File: src/rtl/pulse_window_ctrl.sv
// Multi-channel pulse-to-level converter: start/end strobes become a held level,
// the window length is reported on close, and windows can be force-closed by timeout.
module pulse_window_ctrl #(
  parameter int NCH       = 4,
  parameter int CNT_W     = 16,
  parameter int FAST_PATH = 1,
  parameter int TIMEOUT   = 0
) (
  input  logic                     clk,
  input  logic                     rst_n,
  input  logic [NCH-1:0]           start_pulse,
  input  logic [NCH-1:0]           end_pulse,
  input  logic [NCH-1:0]           abort,
  output logic [NCH-1:0]           level,
  output logic [NCH-1:0]           dur_valid,
  output logic [NCH*CNT_W-1:0]     dur_data,
  output logic [NCH-1:0]           timeout_flag,
  output logic [$clog2(NCH+1)-1:0] active_count
);
  localparam int               AC_W    = $clog2(NCH+1);
  localparam logic [CNT_W-1:0] CNT_MAX = {CNT_W{1'b1}};
  localparam logic [CNT_W-1:0] CNT_ONE = CNT_W'(1);
  localparam logic [CNT_W-1:0] TO_VAL  = CNT_W'(TIMEOUT);
  localparam bit               TO_EN   = (TIMEOUT != 0);

  typedef enum logic {S_IDLE = 1'b0, S_ACTIVE = 1'b1} state_t;

  state_t           r_state     [NCH];
  state_t           w_state_nxt [NCH];
  logic [CNT_W-1:0] r_cnt       [NCH];
  logic [CNT_W-1:0] w_cnt_nxt   [NCH];

  logic [NCH-1:0]       w_report;
  logic [NCH-1:0]       w_to_close;
  logic [NCH-1:0]       w_to_hit;
  logic [NCH-1:0]       w_level_fast;
  logic [NCH-1:0]       w_level_reg;
  logic [AC_W-1:0]      w_active_cnt;
  logic [NCH-1:0]       r_dur_valid;
  logic [NCH-1:0]       r_timeout_flag;
  logic [NCH*CNT_W-1:0] r_dur_data;

  always_ff @(posedge clk or negedge rst_n) begin
    if (!rst_n) begin
      for (int i = 0; i < NCH; i++) begin
        r_state[i] <= S_IDLE;
        r_cnt[i]   <= '0;
      end
    end else begin
      for (int i = 0; i < NCH; i++) begin
        r_state[i] <= w_state_nxt[i];
        r_cnt[i]   <= w_cnt_nxt[i];
      end
    end
  end

  // Close priority in ACTIVE: abort, then end, then timeout, else count on.
  always_comb begin
    w_report   = '0;
    w_to_close = '0;
    w_to_hit   = '0;
    for (int i = 0; i < NCH; i++) begin
      w_state_nxt[i] = r_state[i];
      w_cnt_nxt[i]   = r_cnt[i];
      w_to_hit[i]    = TO_EN && (r_cnt[i] == TO_VAL);
      case (r_state[i])
        S_IDLE: begin
          if (start_pulse[i] && !abort[i]) begin
            w_state_nxt[i] = S_ACTIVE;
            w_cnt_nxt[i]   = CNT_ONE;
          end
        end
        S_ACTIVE: begin
          if (abort[i]) begin
            w_state_nxt[i] = S_IDLE;
            w_cnt_nxt[i]   = '0;
          end else if (end_pulse[i]) begin
            w_state_nxt[i] = S_IDLE;
            w_cnt_nxt[i]   = '0;
            w_report[i]    = 1'b1;
          end else if (w_to_hit[i]) begin
            w_state_nxt[i] = S_IDLE;
            w_cnt_nxt[i]   = '0;
            w_report[i]    = 1'b1;
            w_to_close[i]  = 1'b1;
          end else if (r_cnt[i] != CNT_MAX) begin
            w_cnt_nxt[i]   = r_cnt[i] + CNT_ONE;
          end
        end
        default: begin
          w_state_nxt[i] = S_IDLE;
          w_cnt_nxt[i]   = '0;
        end
      endcase
    end
  end

  // Fast level is gated by rst_n so it stays low while reset is held.
  always_comb begin
    w_level_fast = '0;
    w_level_reg  = '0;
    w_active_cnt = '0;
    for (int i = 0; i < NCH; i++) begin
      w_level_reg[i]  = (r_state[i] == S_ACTIVE);
      w_level_fast[i] = rst_n &&
        (((r_state[i] == S_IDLE) && start_pulse[i] && !abort[i]) ||
         ((r_state[i] == S_ACTIVE) && !abort[i] && !end_pulse[i] && !w_to_hit[i]));
      w_active_cnt    = w_active_cnt + AC_W'(w_level_reg[i]);
    end
  end

  always_ff @(posedge clk or negedge rst_n) begin
    if (!rst_n) begin
      r_dur_valid    <= '0;
      r_timeout_flag <= '0;
      r_dur_data     <= '0;
    end else begin
      r_dur_valid    <= w_report;
      r_timeout_flag <= w_to_close;
      for (int i = 0; i < NCH; i++) begin
        if (w_report[i]) begin
          r_dur_data[i*CNT_W +: CNT_W] <= w_to_close[i] ? TO_VAL : r_cnt[i];
        end
      end
    end
  end

  assign level        = (FAST_PATH != 0) ? w_level_fast : w_level_reg;
  assign dur_valid    = r_dur_valid;
  assign timeout_flag = r_timeout_flag;
  assign dur_data     = r_dur_data;
  assign active_count = w_active_cnt;

endmodule

File: config.mk
export PLATFORM = sky130hd
export DESIGN_NAME = pulse_window_ctrl
export DESIGN_NICKNAME = d
export VERILOG_FILES = /design/src/rtl/pulse_window_ctrl.sv
export SDC_FILE = /design/constraint.sdc
export NUM_CORES = 1
export LEC_CHECK = 0
export ABC_AREA = 1
export BUFFER_PORTS_ARGS = -buffer_cell sky130_fd_sc_hd__clkbuf_2
export CORE_MARGIN = 5
export CORE_UTILIZATION = 36
export DETAILED_ROUTE_END_ITERATION = 6
export GPL_TIMING_DRIVEN = 1
export HOLD_SLACK_MARGIN = 0.12
export PLACE_DENSITY = 0.6
export SETUP_SLACK_MARGIN = 0.4
export SYNTH_ARGS = -nofsm -noshare
export SYNTH_HDL_FRONTEND = slang
export SYNTH_SLANG_ARGS = --single-unit
File: constraint.sdc
create_clock -name clk -period 1.5 [get_ports clk]
set_clock_uncertainty 0.05 [all_clocks]
set_input_delay 0.15 -clock clk [delete_from_list [all_inputs] [get_ports clk]]
set_output_delay 0.15 -clock clk [all_outputs]
set_load 0.05 [all_outputs]
======== Word-level counts from Yosys, hierarchy flattened ========
Index checks and enable logic that the tools add are counted.
storage, ports and cells
  register bits after elaboration ......... 136
  bits in latches ......................... 0
  RAM bits ................................ 0
  memory bits (read-only) ................. 0
  input bits .............................. 14
  output and inout port bits .............. 79
  logic and storage cells ................. 124
  memories kept ........................... 0
operators by class
  $add $sub $neg .......................... 7
  multipliers ............................. 0
  divide/modulo/power cells ............... 0
  order comparisons ....................... 0
  eq/ne operators ......................... 12
  shifts and indexed selects .............. 0
  multiplexer cells ....................... 48
  bitwise gates (word level) .............. 4
  reduce and logical (&&, ||, !) cells .... 40
operators by type and width
  cell                     count
  $mux W16                 16
  $pmux W16 S2             4
  $add A16 B1 Y16 const B  4
  $ne A16 B16 Y1 const B   4
  $logic_and A1 B1 Y1      24
  $mux W1                  24
  $ne A4 B3 Y1 const B     4
  $logic_not A1 Y1         8
  $ne A2 B2 Y1 const B     4
  $pmux W1 S2              4
  $reduce_and A2 Y1        4
  $logic_or A1 B1 Y1       4
  $not A1 Y1               4
  $add A2 B1 Y3            1
  $add A3 B1 Y3            1
  $add A1 B1 Y2            1

======== Logic depth before layout (Yosys ltp) ========
Gate-level depths: netlist of the first run.
  word-level depth ........................ 5
  depth in mapped cells ................... 10

======== Worst setup path after synthesis of the first run ========
No wires, ideal clock.
  kind .................................... flip-flop to output port
  from .................................... register r_state[0] in the netlist's numbering
  to ...................................... output port active_count[1]
  arrival ................................. 1.719 ns
  required time ........................... 1.300 ns
  slack ................................... -0.419 ns
  stages on the path, launching flop included .. 6
  cells stage by stage .................... dfrtp_1 > inv_2 > fa_1 > inv_1 > ha_1 > ha_1
between the ends
  longest elaborated chain between the ends .. 1
ends and longest elaborated chain
  item                               RTL line  text
  from (decl)                        28        state_t r_state [NCH];
  from (signal, indexed assignment)  51        r_state[i] <= w_state_nxt[i];
  $add A3 B1 Y3                      108       w_active_cnt = w_active_cnt + AC_W'(w_level_reg[i]);
  to (decl)                          18        output logic [$clog2(NCH+1)-1:0] active_count
No other way between the ends.

======== Worst setup path after layout of the first run ========
Ends and elaborated chain as after synthesis.

==> reports/results.ini, run 1 <==
[clock_network]
cts_hold_buf = 1
cts-root-buf = clkbuf_16
clk_path_buf_depth = 2
cts.htree.levels = 4
clkSlewWorstSetupHoldPaths_ns = 0.06
cts-buffers-inserted = 17
cts_tree = built
clock_latency_ns = 0.43
cts.sinks = 136

[job]
drv_cap = 0

[power]
p_total_w = 0.0152
power_density_mw_per_mm2 = 1320
peakVddDrop_mv = 1.07
leakage_nw = 5.70

[synth]
synth.area.mux_share = 0
syn_area_mm2 = 0.00675
synth_edf_count = 0
synth_xor_area_frac = 0.0130
synth-main-ff-cell = dfrtp_1
ys_ff_latch = 136
syn_area_per_cell_um2 = 7.67
synthArstFlopShare = 1.00
yosysWarnings = 0
synthAdderAreaFrac = 0.0141
postSynthCellCount = 880
seq_area_frac_synth = 0.504
synth_cell_types = 31
synth-compound-area-share = 0.0816
yosys.area_share.simple = 0.315
synth_top_family_by_area = simple AND/OR/NAND/NOR gates

[die]
io_pins = 93
die_y_um = 147
start_util = 0.363
core-area_mm2 = 0.0186
die-area_mm2 = 0.0216
std_cell_rows = 50
die_w_um = 147

[timing]
whs_ns = -0.189
rsz0062_at_grt = yes
max_freq_mhz = 458
period_needed_ns = 2.19
tightest_slew_ns = 0.745
hold_viol = 136
maxSlewViolCount = 0
setup-violations-final = 37
tns_ns = -3.31
layout_setup_ws_ns = -0.685
finalCritPeriodShare = 1.46
slew_headroom = 0.503

[setup_path]
critPathArrivalTime_ns = 1.99
cp-startpoint = r_state[0]
worstPathMaxFanout = 2
critPathKind = flop to output port
rr_endpoint = r_cnt[11]
rrSetupSlack_ns = -0.06
crit_required_ns = 1.30
rr_worst_depth = 10
startpoint_type = flop
rr_startpoint = r_cnt[0]
cp-end-kind = output port
endpoint = active_count[1]

[layout]
layout_commonest_cell = nand2_1
nNetsFinal = 1178
mostFrequentLayoutCells = nand2_1, buf_4, dfrtp_1, nand2_2, inv_1
n_antenna_cell = 0
drive_above_1_share = 0.444
final_cells = 1404
fin_area_mm2 = 0.0115
areaGrowthSynthToFinish_pct = 70.7

[route]
routed_wl_mm = 21.3
ant_nets = 0
vias = 6916
viasPerCell = 4.93
drt_iter0_drc = 370
wire_per_inst_um = 15.1
dr.pass1.iters = 5
drc = 0

[status]
violations = negative hold slack, negative setup slack
run_status = finished, violations left

[global_route]
grt_pass1_wl_mm = 33.8
grtUsageTotal = 0.192
overflow = 0
grt_max_degree = 137
antenna_found_initial = 0
grt_pass1_vias = 6784

[placed_design]
port-buffer-count = 88
place_inst = 1287
gp_congestion = 0.843
place_ws_ns = -0.248
post-dp-hpwl_mm = 12.4
placedInstanceArea_mm2 = 0.00846

[min_path]
hold_path.class = input port to async pin

[metal layers]
| metal | vias to the layer above | GRT usage | share of wire |
|---|---|---|---|
| met5 | - | 0 | 0 |
| met1 | 3338 | 0.241 | 0.42 |
| met2 | 179 | 0.336 | 0.52 |
| met3 | 31 | 0.0441 | 0.049 |
| met4 | 0 | 0.0503 | 0.016 |
| li1 | 3368 | - | - |
[kinds of logic (layout without fill, tap and decap cells)]
logic type                 after synthesis  in the layout
adders and majority gates                7              7
AOI/OAI and AO/OA                      106            106
other                                    1              4
buffers and inverters                  114            394
xor gates and xnor gates                10             10
DFF                                    136            136
and+or+nand+nor                        506            513
[stage by stage]
step | hold slack [ns] | util
after CTS | -0.152 | 0.581
after global placement | 0.301 | 0.455
final | -0.189 | 0.620
after floorplan | -0.196 | -
after detailed placement | 0.301 | 0.455
after global routing | -0.139 | 0.620
[power breakdown]
part | switching (W) | internal [W]
sequential | 0.000297 | 0.00397
clock | 0.00168 | 0.00332
combinational | 0.00329 | 0.00262
total | 0.00526 | 0.00991
[flip-flops by register name, summed over array words and instances, names as in the netlist]
| name | count |
|---|---|
| r_state | 4 |
| dur_data | 64 |
| r_cnt | 64 |
| dur_valid | 4 |
[worst min-delay path by stage]
stage	to	slack [ns]	cells after the start
global route	dur_data[12]	-0.14	2
CTS	dur_data[12]	-0.15	2
finish	dur_data[12]	-0.19	2
global placement	dur_data[12]	0.30	2
detailed placement	dur_data[6]	0.30	2
floorplan	dur_data[0]	-0.20	0
[repair_timing]
action,CTS,global route
setup endpoints to repair,193,208
pin swaps,48,46
buffers inserted,50,20
gates resized for setup,275,207
gates cloned,13,1
endpoints found under the hold margin,143,139
[worst max-delay path, cell delays in order, from the launching register on]
cell	delay, ns
dfrtp_1	0.35
inv_2	0.05
fa_1	0.55
inv_2	0.05
ha_4	0.16
ha_4	0.27
buf_12	0.13
[cell type report]
class	count	area, um^2
sequential	136	3410
clock buffer	19	443
multi-input combinational	640	3840
clock inverter	13	249
timing repair inverter	3	33.8
tap	234	293
timing repair buffer	266	2850
inverter	93	403
fill	1486	7060
[Yosys cell counts, types with 3 or more instances]
cell type / n / share of area
inv_1: 87 / 0.048
xor2_1: 10 / 0.013
nand2_2: 8 / 0.0074
buf_2: 4 / 0.0030
o21ai_0: 85 / 0.063
o21ai_1: 5 / 0.0037
dfrtp_1: 136 / 0.50
inv_2: 6 / 0.0033
nor2_1: 61 / 0.034
nand4_1: 16 / 0.015
clkbuf_1: 8 / 0.0044
a21oi_1: 11 / 0.0082
buf_4: 4 / 0.0044
nand2_1: 348 / 0.19
buf_6: 5 / 0.0083
nor3_1: 7 / 0.0052
nor2_2: 7 / 0.0065
nand3_1: 49 / 0.036
ha_1: 6 / 0.011
nor3_4: 3 / 0.0072
(Power assumes the default switching activity.)
==> run 2, diff against run 1 <==
REMOVE_ABC_BUFFERS = 1   (was unset)
==> reports/results.ini, run 2 (same netlist as run 1, synthesis figures left out) <==
[status]
run_status = finished, violations left
violations = negative hold slack, negative setup slack

[clock_network]
cts.htree.levels = 4  ; unchanged
cts-buffers-inserted = 17  ; unchanged
cts.sinks = 136  ; unchanged
clkSlewWorstSetupHoldPaths_ns = 0.06  ; about the same
cts-root-buf = clkbuf_16
clock_latency_ns = 0.42  ; about the same
cts_hold_buf = 1  ; unchanged
cts_tree = built
clk_path_buf_depth = 2  ; unchanged

[layout]
post-route-util = 0.634  ; +0.0143
drive_above_1_share = 0.476  ; +0.0323
n_antenna_cell = 0  ; unchanged
nNetsFinal = 1210  ; +2.7%
areaGrowthSynthToFinish_pct = 74.6
layout_commonest_cell = nand2_1
final_cells = 1436  ; +2.3%
mostFrequentLayoutCells = nand2_1, buf_4, dfrtp_1, nand2_2, inv_1

[global_route]
grt_pass1_wl_mm = 34.9  ; +3.1%
grt_pass1_vias = 6910  ; +1.9%
antenna_found_initial = 0  ; unchanged
grtUsageTotal = 0.199  ; +0.00678
grt_max_degree = 137  ; unchanged
overflow = 0  ; unchanged

[timing]
period_needed_ns = 2.23  ; +0.0411 ns
tightest_slew_ns = 0.738  ; -0.00689 ns
rsz0062_at_grt = yes
setup-violations-final = 75  ; +100%
slew_headroom = 0.508  ; +0.00460
finalCritPeriodShare = 1.48  ; +0.0274
layout_setup_ws_ns = -0.727  ; -0.0411 ns
tns_ns = -7.14  ; -3.83 ns
max_freq_mhz = 449  ; -1.8%
maxSlewViolCount = 0  ; unchanged
whs_ns = -0.206  ; -0.0176 ns
hold_viol = 136  ; unchanged

[power]
seqPwrFrac = 0.291  ; +0.010
intPower_w = 0.00921  ; -7.1%
netSwitchingPower_w = 0.00550  ; +4.6%
peakVddDrop_mv = 1.14  ; +6.1%
power_frac_comb = 0.422  ; +0.033
leakage_nw = 5.86  ; +2.7%
clkPwrFrac = 0.287  ; -0.043
power_density_mw_per_mm2 = 1250  ; -5.3%
sw_frac_of_total = 0.374  ; +0.0274

[die]
die_y_um = 147  ; unchanged
core-area_mm2 = 0.0186  ; unchanged
die_w_um = 147  ; unchanged
start_util = 0.363  ; unchanged
std_cell_rows = 50  ; unchanged
die-area_mm2 = 0.0216  ; unchanged
io_pins = 93  ; unchanged

[route]
dr.pass1.iters = 5  ; unchanged
viasPerCell = 4.90  ; -0.59%
ant_nets = 0  ; unchanged
wire_per_inst_um = 15.9  ; +4.8%
vias = 7032  ; +1.7%
drc = 0  ; unchanged
drt_iter0_drc = 320  ; -14%
routed_wl_mm = 22.8  ; +7.2%

[placed_design]
place_ws_ns = -0.362  ; -0.114 ns
post-dp-hpwl_mm = 12.6  ; +1.7%
place_inst = 1295  ; +0.62%
gp_congestion = 0.855  ; +1.4%
port-buffer-count = 88  ; unchanged

[min_path]
hold_path.class = input port to async pin

[setup_path]
crit_required_ns = 1.30  ; about the same
worstPathMaxFanout = 2  ; unchanged
cp-end-kind = output port
critPathKind = flop to output port
critPathArrivalTime_ns = 2.03  ; +0.04 ns
startpoint_type = flop

[job]
drv_cap = 0  ; unchanged

## run 2: final timing paths
kind                                    to  depth (start not counted)         start  slack (ns)
hold reg to reg               dur_data[29]                          2  dur_data[29]        0.48
max in group asynchronous       r_state[2]                          2         rst_n        1.02
hold / removal                    r_cnt[5]                          2         rst_n       -0.21
setup reg to reg                 r_cnt[18]                         10     r_cnt[16]       -0.11
min in group clk              dur_valid[2]                          3      abort[2]        0.03
setup / recovery           active_count[1]                          6    r_state[3]       -0.73
## run 2: power groups by stage
stage	clock [W]	sequential, W	combinational (W)
after global placement	0	0.00423	0.00380
after global routing	0.00446	0.00432	0.00654
after floorplan	0	0.00481	0.00153
final	0.00422	0.00428	0.00621
after detailed placement	0	0.00424	0.00380
after CTS	0.00429	0.00422	0.00530
## run 2: through the flow
step	area [um^2]	total power [W]
2_1_floorplan	6620	0.00634
3_3_place_gp	8320	0.00803
3_5_place_dp	8320	0.00804
4_1_cts	10800	0.0138
5_1_grt	11800	0.0153
6_report	11800	0.0147
## run 2: area by class of cell
cell class                 count  area (um^2)
timing repair inverter         6         67.6
clock buffer                  18          439
multi-input combinational    641         3950
clock inverter                14          149
timing repair buffer         294         3090
sequential                   136         3410
inverter                      93          395
tap                          234          293
fill                        1456         6800
## run 2: what timing repair did
action	in CTS	in global routing
gates resized for setup	345	272
buffers inserted	53	38
endpoints found under the hold margin	140	141
gates cloned	15	2
pin swaps	62	55
setup endpoints to repair	203	209
## run 2: routing by layer
layer	global-route usage	vias to the layer above	wire length [um]	share of wire
li1	-	3431	-	-
met1	0.252	3350	9570	0.42
met2	0.337	199	11600	0.51
met3	0.0487	52	1020	0.045
met4	0.0620	0	558	0.024
met5	0	-	0	0
## run 2: worst max-delay path, cell delays in order (launching register included)
cell and delay (ns):
dfrtp_1 0.37, inv_2 0.06, fa_1 0.57, inv_2 0.05, ha_4 0.16, ha_4 0.28, buf_12 0.13
